===== src/rtl/controlador_irrigacao_if.sv =====
// Mode/timer link between the irrigation sequencer (master) and the
// countdown timer (slave): mode requests out, expiry flag back.
interface controlador_irrigacao_if;
    logic aspersao;
    logic gotejamento;
    logic tempoZerado;

    modport master (output aspersao, output gotejamento, input tempoZerado);
    modport slave  (input aspersao, input gotejamento, output tempoZerado);
endinterface


===== src/rtl/controlador_irrigacao.sv =====
// Irrigation sequencer: filters the soil-dryness sensor, decodes the tank
// level, picks sprinkler or drip mode, drives the timer mode lines, valves
// and pump, rests between cycles and raises an alarm on faults.
module controlador_irrigacao #(
    parameter int unsigned FILTRO_SEG   = 3,
    parameter int unsigned REPOUSO_SEG  = 60,
    parameter int unsigned WATCHDOG_SEG = 1900
) (
    input  logic                   clock,
    input  logic                   resetN,
    input  logic                   umSegundo,
    input  logic                   soloSeco,
    input  logic [2:0]             nivelDagua,
    input  logic                   reconhecer,
    controlador_irrigacao_if.master tmr,
    output logic                   valvulaAspersor,
    output logic                   valvulaGotejador,
    output logic                   bomba,
    output logic                   alarme,
    output logic [2:0]             estado
);

    typedef enum logic [2:0] {
        OCIOSO      = 3'd0,
        VERIFICA    = 3'd1,
        ASPERSAO    = 3'd2,
        GOTEJAMENTO = 3'd3,
        REPOUSO     = 3'd4,
        ALARME      = 3'd5
    } estado_t;

    localparam logic [3:0]  FILTRO_MAX   = 4'(FILTRO_SEG);
    localparam logic [7:0]  REPOUSO_MAX  = 8'(REPOUSO_SEG);
    localparam logic [10:0] WATCHDOG_MAX = 11'(WATCHDOG_SEG);

    estado_t     r_estado;
    estado_t     w_prox;
    logic [3:0]  r_filtro;
    logic [7:0]  r_repouso;
    logic [10:0] r_watchdog;
    logic        r_armado;
    logic        r_aspersao;
    logic        r_gotejamento;
    logic        r_valvulaAspersor;
    logic        r_valvulaGotejador;
    logic        r_bomba;
    logic        r_alarme;

    logic w_vazio;
    logic w_baixo;
    logic w_medio;
    logic w_cheio;
    logic w_falha;
    logic w_nivelRuim;
    logic w_secoEstavel;
    logic w_irrigando;
    logic w_entraIrrigacao;
    logic w_entraRepouso;

    // Tank level decode (thermometer code; any other pattern is a sensor fault)
    always_comb begin
        w_vazio     = (nivelDagua == 3'b000);
        w_baixo     = (nivelDagua == 3'b001);
        w_medio     = (nivelDagua == 3'b011);
        w_cheio     = (nivelDagua == 3'b111);
        w_falha     = !(w_vazio || w_baixo || w_medio || w_cheio);
        w_nivelRuim = w_vazio || w_falha;
    end

    assign w_secoEstavel    = (r_filtro == FILTRO_MAX);
    assign w_irrigando      = (r_estado == ASPERSAO) || (r_estado == GOTEJAMENTO);
    assign w_entraIrrigacao = ((w_prox == ASPERSAO) || (w_prox == GOTEJAMENTO)) &&
                              (w_prox != r_estado);
    assign w_entraRepouso   = (w_prox == REPOUSO) && (r_estado != REPOUSO);

    // Next-state selection
    always_comb begin
        w_prox = r_estado;
        case (r_estado)
            OCIOSO: begin
                if (w_nivelRuim)        w_prox = ALARME;
                else if (w_secoEstavel) w_prox = VERIFICA;
            end
            VERIFICA: begin
                if (w_medio || w_cheio) w_prox = ASPERSAO;
                else if (w_baixo)       w_prox = GOTEJAMENTO;
                else                    w_prox = ALARME;
            end
            ASPERSAO, GOTEJAMENTO: begin
                if (w_nivelRuim)                          w_prox = ALARME;
                else if (r_watchdog == WATCHDOG_MAX)      w_prox = ALARME;
                else if (r_armado && tmr.tempoZerado)     w_prox = REPOUSO;
            end
            REPOUSO: begin
                if (w_nivelRuim)                    w_prox = ALARME;
                else if (r_repouso == REPOUSO_MAX)  w_prox = OCIOSO;
            end
            ALARME: begin
                if (reconhecer && !w_nivelRuim) w_prox = OCIOSO;
            end
            default: w_prox = OCIOSO;
        endcase
    end

    // State register and outputs; outputs are registered from the next state
    // so they change on the same edge as estado
    always_ff @(posedge clock or negedge resetN) begin
        if (!resetN) begin
            r_estado           <= OCIOSO;
            r_aspersao         <= 1'b0;
            r_gotejamento      <= 1'b0;
            r_valvulaAspersor  <= 1'b0;
            r_valvulaGotejador <= 1'b0;
            r_bomba            <= 1'b0;
            r_alarme           <= 1'b0;
        end else begin
            r_estado           <= w_prox;
            r_aspersao         <= (w_prox == ASPERSAO);
            r_gotejamento      <= (w_prox == GOTEJAMENTO);
            r_valvulaAspersor  <= (w_prox == ASPERSAO);
            r_valvulaGotejador <= (w_prox == GOTEJAMENTO);
            r_bomba            <= (w_prox == ASPERSAO);
            r_alarme           <= (w_prox == ALARME);
        end
    end

    // Dry-soil filter: counts consecutive ticks, saturating at FILTRO_SEG
    always_ff @(posedge clock or negedge resetN) begin
        if (!resetN) begin
            r_filtro <= '0;
        end else if (!soloSeco || w_entraRepouso) begin
            r_filtro <= '0;
        end else if (umSegundo && (r_filtro != FILTRO_MAX)) begin
            r_filtro <= r_filtro + 4'd1;
        end
    end

    // Watchdog: ticks spent in an irrigation state, saturating at WATCHDOG_SEG
    always_ff @(posedge clock or negedge resetN) begin
        if (!resetN) begin
            r_watchdog <= '0;
        end else if (w_entraIrrigacao) begin
            r_watchdog <= '0;
        end else if (w_irrigando && umSegundo && (r_watchdog != WATCHDOG_MAX)) begin
            r_watchdog <= r_watchdog + 11'd1;
        end
    end

    // Arm flag: tempoZerado only qualifies after the timer has left 00:00 once
    always_ff @(posedge clock or negedge resetN) begin
        if (!resetN) begin
            r_armado <= 1'b0;
        end else if (w_entraIrrigacao) begin
            r_armado <= 1'b0;
        end else if (w_irrigando && !tmr.tempoZerado) begin
            r_armado <= 1'b1;
        end
    end

    // Rest interval counter, saturating at REPOUSO_SEG
    always_ff @(posedge clock or negedge resetN) begin
        if (!resetN) begin
            r_repouso <= '0;
        end else if (w_entraRepouso) begin
            r_repouso <= '0;
        end else if ((r_estado == REPOUSO) && umSegundo && (r_repouso != REPOUSO_MAX)) begin
            r_repouso <= r_repouso + 8'd1;
        end
    end

    assign tmr.aspersao     = r_aspersao;
    assign tmr.gotejamento  = r_gotejamento;
    assign valvulaAspersor  = r_valvulaAspersor;
    assign valvulaGotejador = r_valvulaGotejador;
    assign bomba            = r_bomba;
    assign alarme           = r_alarme;
    assign estado           = r_estado;

endmodule

===== src/flat_wrapper.sv =====
// flat-port wrapper written by rule: the top's interface ports become plain ports
module controlador_irrigacao_flat 
#(
    parameter int unsigned FILTRO_SEG   = 3,
    parameter int unsigned REPOUSO_SEG  = 60,
    parameter int unsigned WATCHDOG_SEG = 1900
)
  (clock, resetN, umSegundo, soloSeco, nivelDagua, reconhecer, valvulaAspersor, valvulaGotejador, bomba, alarme, estado, tmr_aspersao, tmr_gotejamento, tmr_tempoZerado);
  controlador_irrigacao_if tmr_i ();
  input  logic clock;
  input  logic resetN;
  input  logic umSegundo;
  input  logic soloSeco;
  input  logic [2:0] nivelDagua;
  input  logic reconhecer;
  output logic valvulaAspersor;
  output logic valvulaGotejador;
  output logic bomba;
  output logic alarme;
  output logic [2:0] estado;
  output wire logic [$bits(tmr_i.aspersao)-1:0] tmr_aspersao;
  output wire logic [$bits(tmr_i.gotejamento)-1:0] tmr_gotejamento;
  input wire logic [$bits(tmr_i.tempoZerado)-1:0] tmr_tempoZerado;
  assign tmr_aspersao = tmr_i.aspersao;
  assign tmr_gotejamento = tmr_i.gotejamento;
  assign tmr_i.tempoZerado = tmr_tempoZerado;
  controlador_irrigacao #(.FILTRO_SEG(FILTRO_SEG), .REPOUSO_SEG(REPOUSO_SEG), .WATCHDOG_SEG(WATCHDOG_SEG)) u_core (.clock(clock), .resetN(resetN), .umSegundo(umSegundo), .soloSeco(soloSeco), .nivelDagua(nivelDagua), .reconhecer(reconhecer), .tmr(tmr_i), .valvulaAspersor(valvulaAspersor), .valvulaGotejador(valvulaGotejador), .bomba(bomba), .alarme(alarme), .estado(estado));
endmodule

===== config.mk =====
export PLATFORM = sky130hd
export DESIGN_NAME = controlador_irrigacao_flat
export DESIGN_NICKNAME = d
export VERILOG_FILES = /design/src/rtl/controlador_irrigacao_if.sv /design/src/rtl/controlador_irrigacao.sv /design/src/flat_wrapper.sv
export SDC_FILE = /design/constraint.sdc
export NUM_CORES = 1
export LEC_CHECK = 0
export CORE_MARGIN = 2
export CORE_UTILIZATION = 30
export CTS_BUF_LIST = sky130_fd_sc_hd__clkbuf_16
export DETAILED_ROUTE_END_ITERATION = 6
export SYNTH_ARGS = -nofsm -noshare
export SYNTH_HDL_FRONTEND = slang
export SYNTH_SLANG_ARGS = --single-unit

===== constraint.sdc =====
create_clock -name clock -period 2.5 [get_ports clock]
set_clock_uncertainty 0.1 [all_clocks]
set_input_delay 0.25 -clock clock [delete_from_list [all_inputs] [get_ports clock]]
set_output_delay 0.25 -clock clock [all_outputs]
set_load 0.005 [all_outputs]

==> impl_metrics.yaml <==
yosys:
  synth_top_area_cell: "dfrtp_1"
  synthFlopType: "dfrtp_1"
  postSynthNetCount: 185
  synth_area_um2: 1740
  async_flop_share_pct: 100
  synthTopCellsByArea: "dfrtp_1, xor2_1, nand4_1"
  ys_seq_area_share_pct: 43.2
  ys_ff_latch: 30
  avgSynthCellArea_um2: 10.2
  syn_inst: 171
  post-synth-top-area-fraction_pct: 43.2
  yosysUniqueCellTypes: 46
  synth_edf_count: 0
  yosysWarnings: 0
placement:
  port_buffers: 17
  dp_hpwl_mm: 2.25
  gp_congestion: 0.774
worst_setup_path:
  regToRegStartpoint: "u_core.r_filtro[0]"
  start_kind: "register"
  setup.worst_path.class: "register to register"
  r2r_cells: 7
  critPathCaptureType: "register"
  path_max_fanout: 13
  worstPathRequired_ns: 2.59
  arrival_ns: 2.24
  r2r_slack_ns: 0.36
  r2r-end: "u_core.r_repouso[7]"
run_status:
  status: "complete, no violations"
die:
  rows: 27
  start_util_pct: 31.3
  num_io_pins: 18
  core_area_um2: 5540
  die_x_um: 80.1
  die-area_um2: 6410
  fp.dieH_um: 80.1
cells_and_area:
  fillers: 562
  drive_above_1_share_pct: 15.1
  antennaDiodeCount: 0
  area_delta_synth_final_pct: 20.9
  layout_common_cells: "dfrtp_1, clkdlybuf4s50_1, nor2_1, xor2_1, nand4_1"
  nets: 205
  multi_input_area_um2: 871
  mostFrequentLayoutCell: "dfrtp_1"
  ff_latch_area_um2: 751
route:
  num_vias: 1308
  drt_iter0_markers: 63
  first_pass_iters: 4
  drt_wl_total_mm: 3.29
  wl_per_cell_um: 12.5
  postRouteAntennaNets: 0
  drcViolationCount: 0
  drt-vias-per-instance: 4.95
timing:
  fmax_mhz: 466
  period_share_pct: 85.7
  rsz0062_at_grt: "no"
  tightestPinTransition_ns: 0.516
  finalSetupTns_ns: 0
  finalHoldViolCount: 0
  slew_headroom_pct: 65.5
  fin_crit_ns: 2.14
  setup_viol: 0
  slew_viol_final: 0
power:
  pwr_density_cell_nw_per_um2: 738
  leakagePower_nw: 0.917
  totalPowerFinal_mw: 1.55
  worst_ir_drop_vdd_mv: 0.282
global_route:
  grt_max_degree: 31
  grt-ovfl-total: 0
  grt_pass1_wl_mm: 5.87
  grt.total_usage_pct: 11.8
  antenna_found_initial: 0
  grt_pass1_vias: 1263
clocking:
  h-tree-depth: 2
  cts_setup_buffers: 0
  clockBufferDepth: 2
  root_buffer: "clkbuf_16"
  clkLatencyLatePin_ns: 0.27
  cts_resized: 0
  cts_tree: "yes"
  clk_pin_slew_ns: 0.05
  holdBufCountCts: 0
  cts.sinks: 30
  cts-buffers-inserted: 5
worst_hold_path:
  hold_path.class: "input pin to async pin"
flow_run:
  maxCapViolations: 0
[cell type report]
cell class,instances,area share (%)
Inverter,8,1.43
Timing Repair Buffer,22,10.5
Multi-Input combinational cell,124,41.5
Clock buffer,5,5.96
Tap cell,72,4.29
Clock inverter,3,0.596
Sequential cell,30,35.8
[cells in the mapped netlist (4+ instances only)]
cell / instances
inv_1: 8
a21oi_2: 8
a21oi_1: 9
nand2_1: 10
o21ai_0: 5
xor2_1: 14
nor2_1: 14
xnor2_1: 4
nand4_1: 13
ha_1: 5
and3_1: 4
dfrtp_1: 30
[through the flow]
step / std cells / setup WS [ns] / utilization (%) / cell area (µm²) / hold WS [ns]
3_5_place_dp: 256 / 0.341 / 35.4 / 1960 / 0.420
2_1_floorplan: 171 / 0.441 / - / 1740 / -0.146
4_1_cts: 264 / 0.341 / 37.9 / 2100 / 0.290
3_3_place_gp: 256 / 0.378 / 35.4 / 1960 / 0.371
5_1_grt: 264 / 0.149 / 37.9 / 2100 / 0.328
6_report: 264 / 0.356 / 37.9 / 2100 / 0.273
[worst max-delay path by stage]
stage / from / to / slack (ns) / cells past startpoint
2_1_floorplan: u_core.r_filtro[0] / u_core.r_filtro[2] / 0.44 / 8
3_3_place_gp: u_core.r_filtro[0] / u_core.r_repouso[1] / 0.38 / 7
3_5_place_dp: u_core.r_filtro[0] / u_core.r_repouso[7] / 0.34 / 7
4_1_cts: u_core.r_filtro[0] / u_core.r_repouso[7] / 0.34 / 7
5_1_grt: u_core.r_filtro[0] / u_core.r_repouso[0] / 0.15 / 7
6_report: u_core.r_filtro[0] / u_core.r_repouso[7] / 0.36 / 7
[critical path, stage by stage, from the launching register on]
cell and delay, ns:
dfrtp_1 0.38, ha_1 0.19, or3b_1 0.36, or4_1 0.40
o31a_1 0.11, and3_1 0.22, buf_12 0.17, a21oi_1 0.12
[flip-flops by register name, summed over array words and instances, names as in the netlist]
signal                  count
u_core.r_watchdog          11
u_core.r_repouso            8
u_core.r_filtro             4
u_core.estado               3
u_core.alarme               1
u_core.r_armado             1
u_core.tmr.aspersao         1
u_core.tmr.gotejamento      1
[metal layers]
metal  track usage [%]  share of wire [%]
met1              15.3                 49
met2              17.5                 44
met3              4.04                5.3
met4              5.76                1.8
met5                 0                  0
[power breakdown]
| group | total [mW] | leakage, nW | internal [mW] | switching [mW] |
|---|---|---|---|---|
| registers | 0.635 | 0.406 | 0.543 | 0.0915 |
| clock network | 0.554 | 0.0724 | 0.359 | 0.195 |
| logic | 0.362 | 0.438 | 0.176 | 0.186 |
| total | 1.55 | 0.917 | 1.08 | 0.473 |
[cell families (layout without fill, tap and decap cells)]
family	Yosys count	after routing	share of synthesized area, %
flops	30	30	43.2
mux	2	2	1.22
fa+ha+maj	5	5	3.60
simple gates	66	66	22.4
buf+inv	17	38	6.63
compound gates	33	33	13.8
xor+xnor	18	18	9.08
No activity file was read; power rests on OpenSTA's default activity.
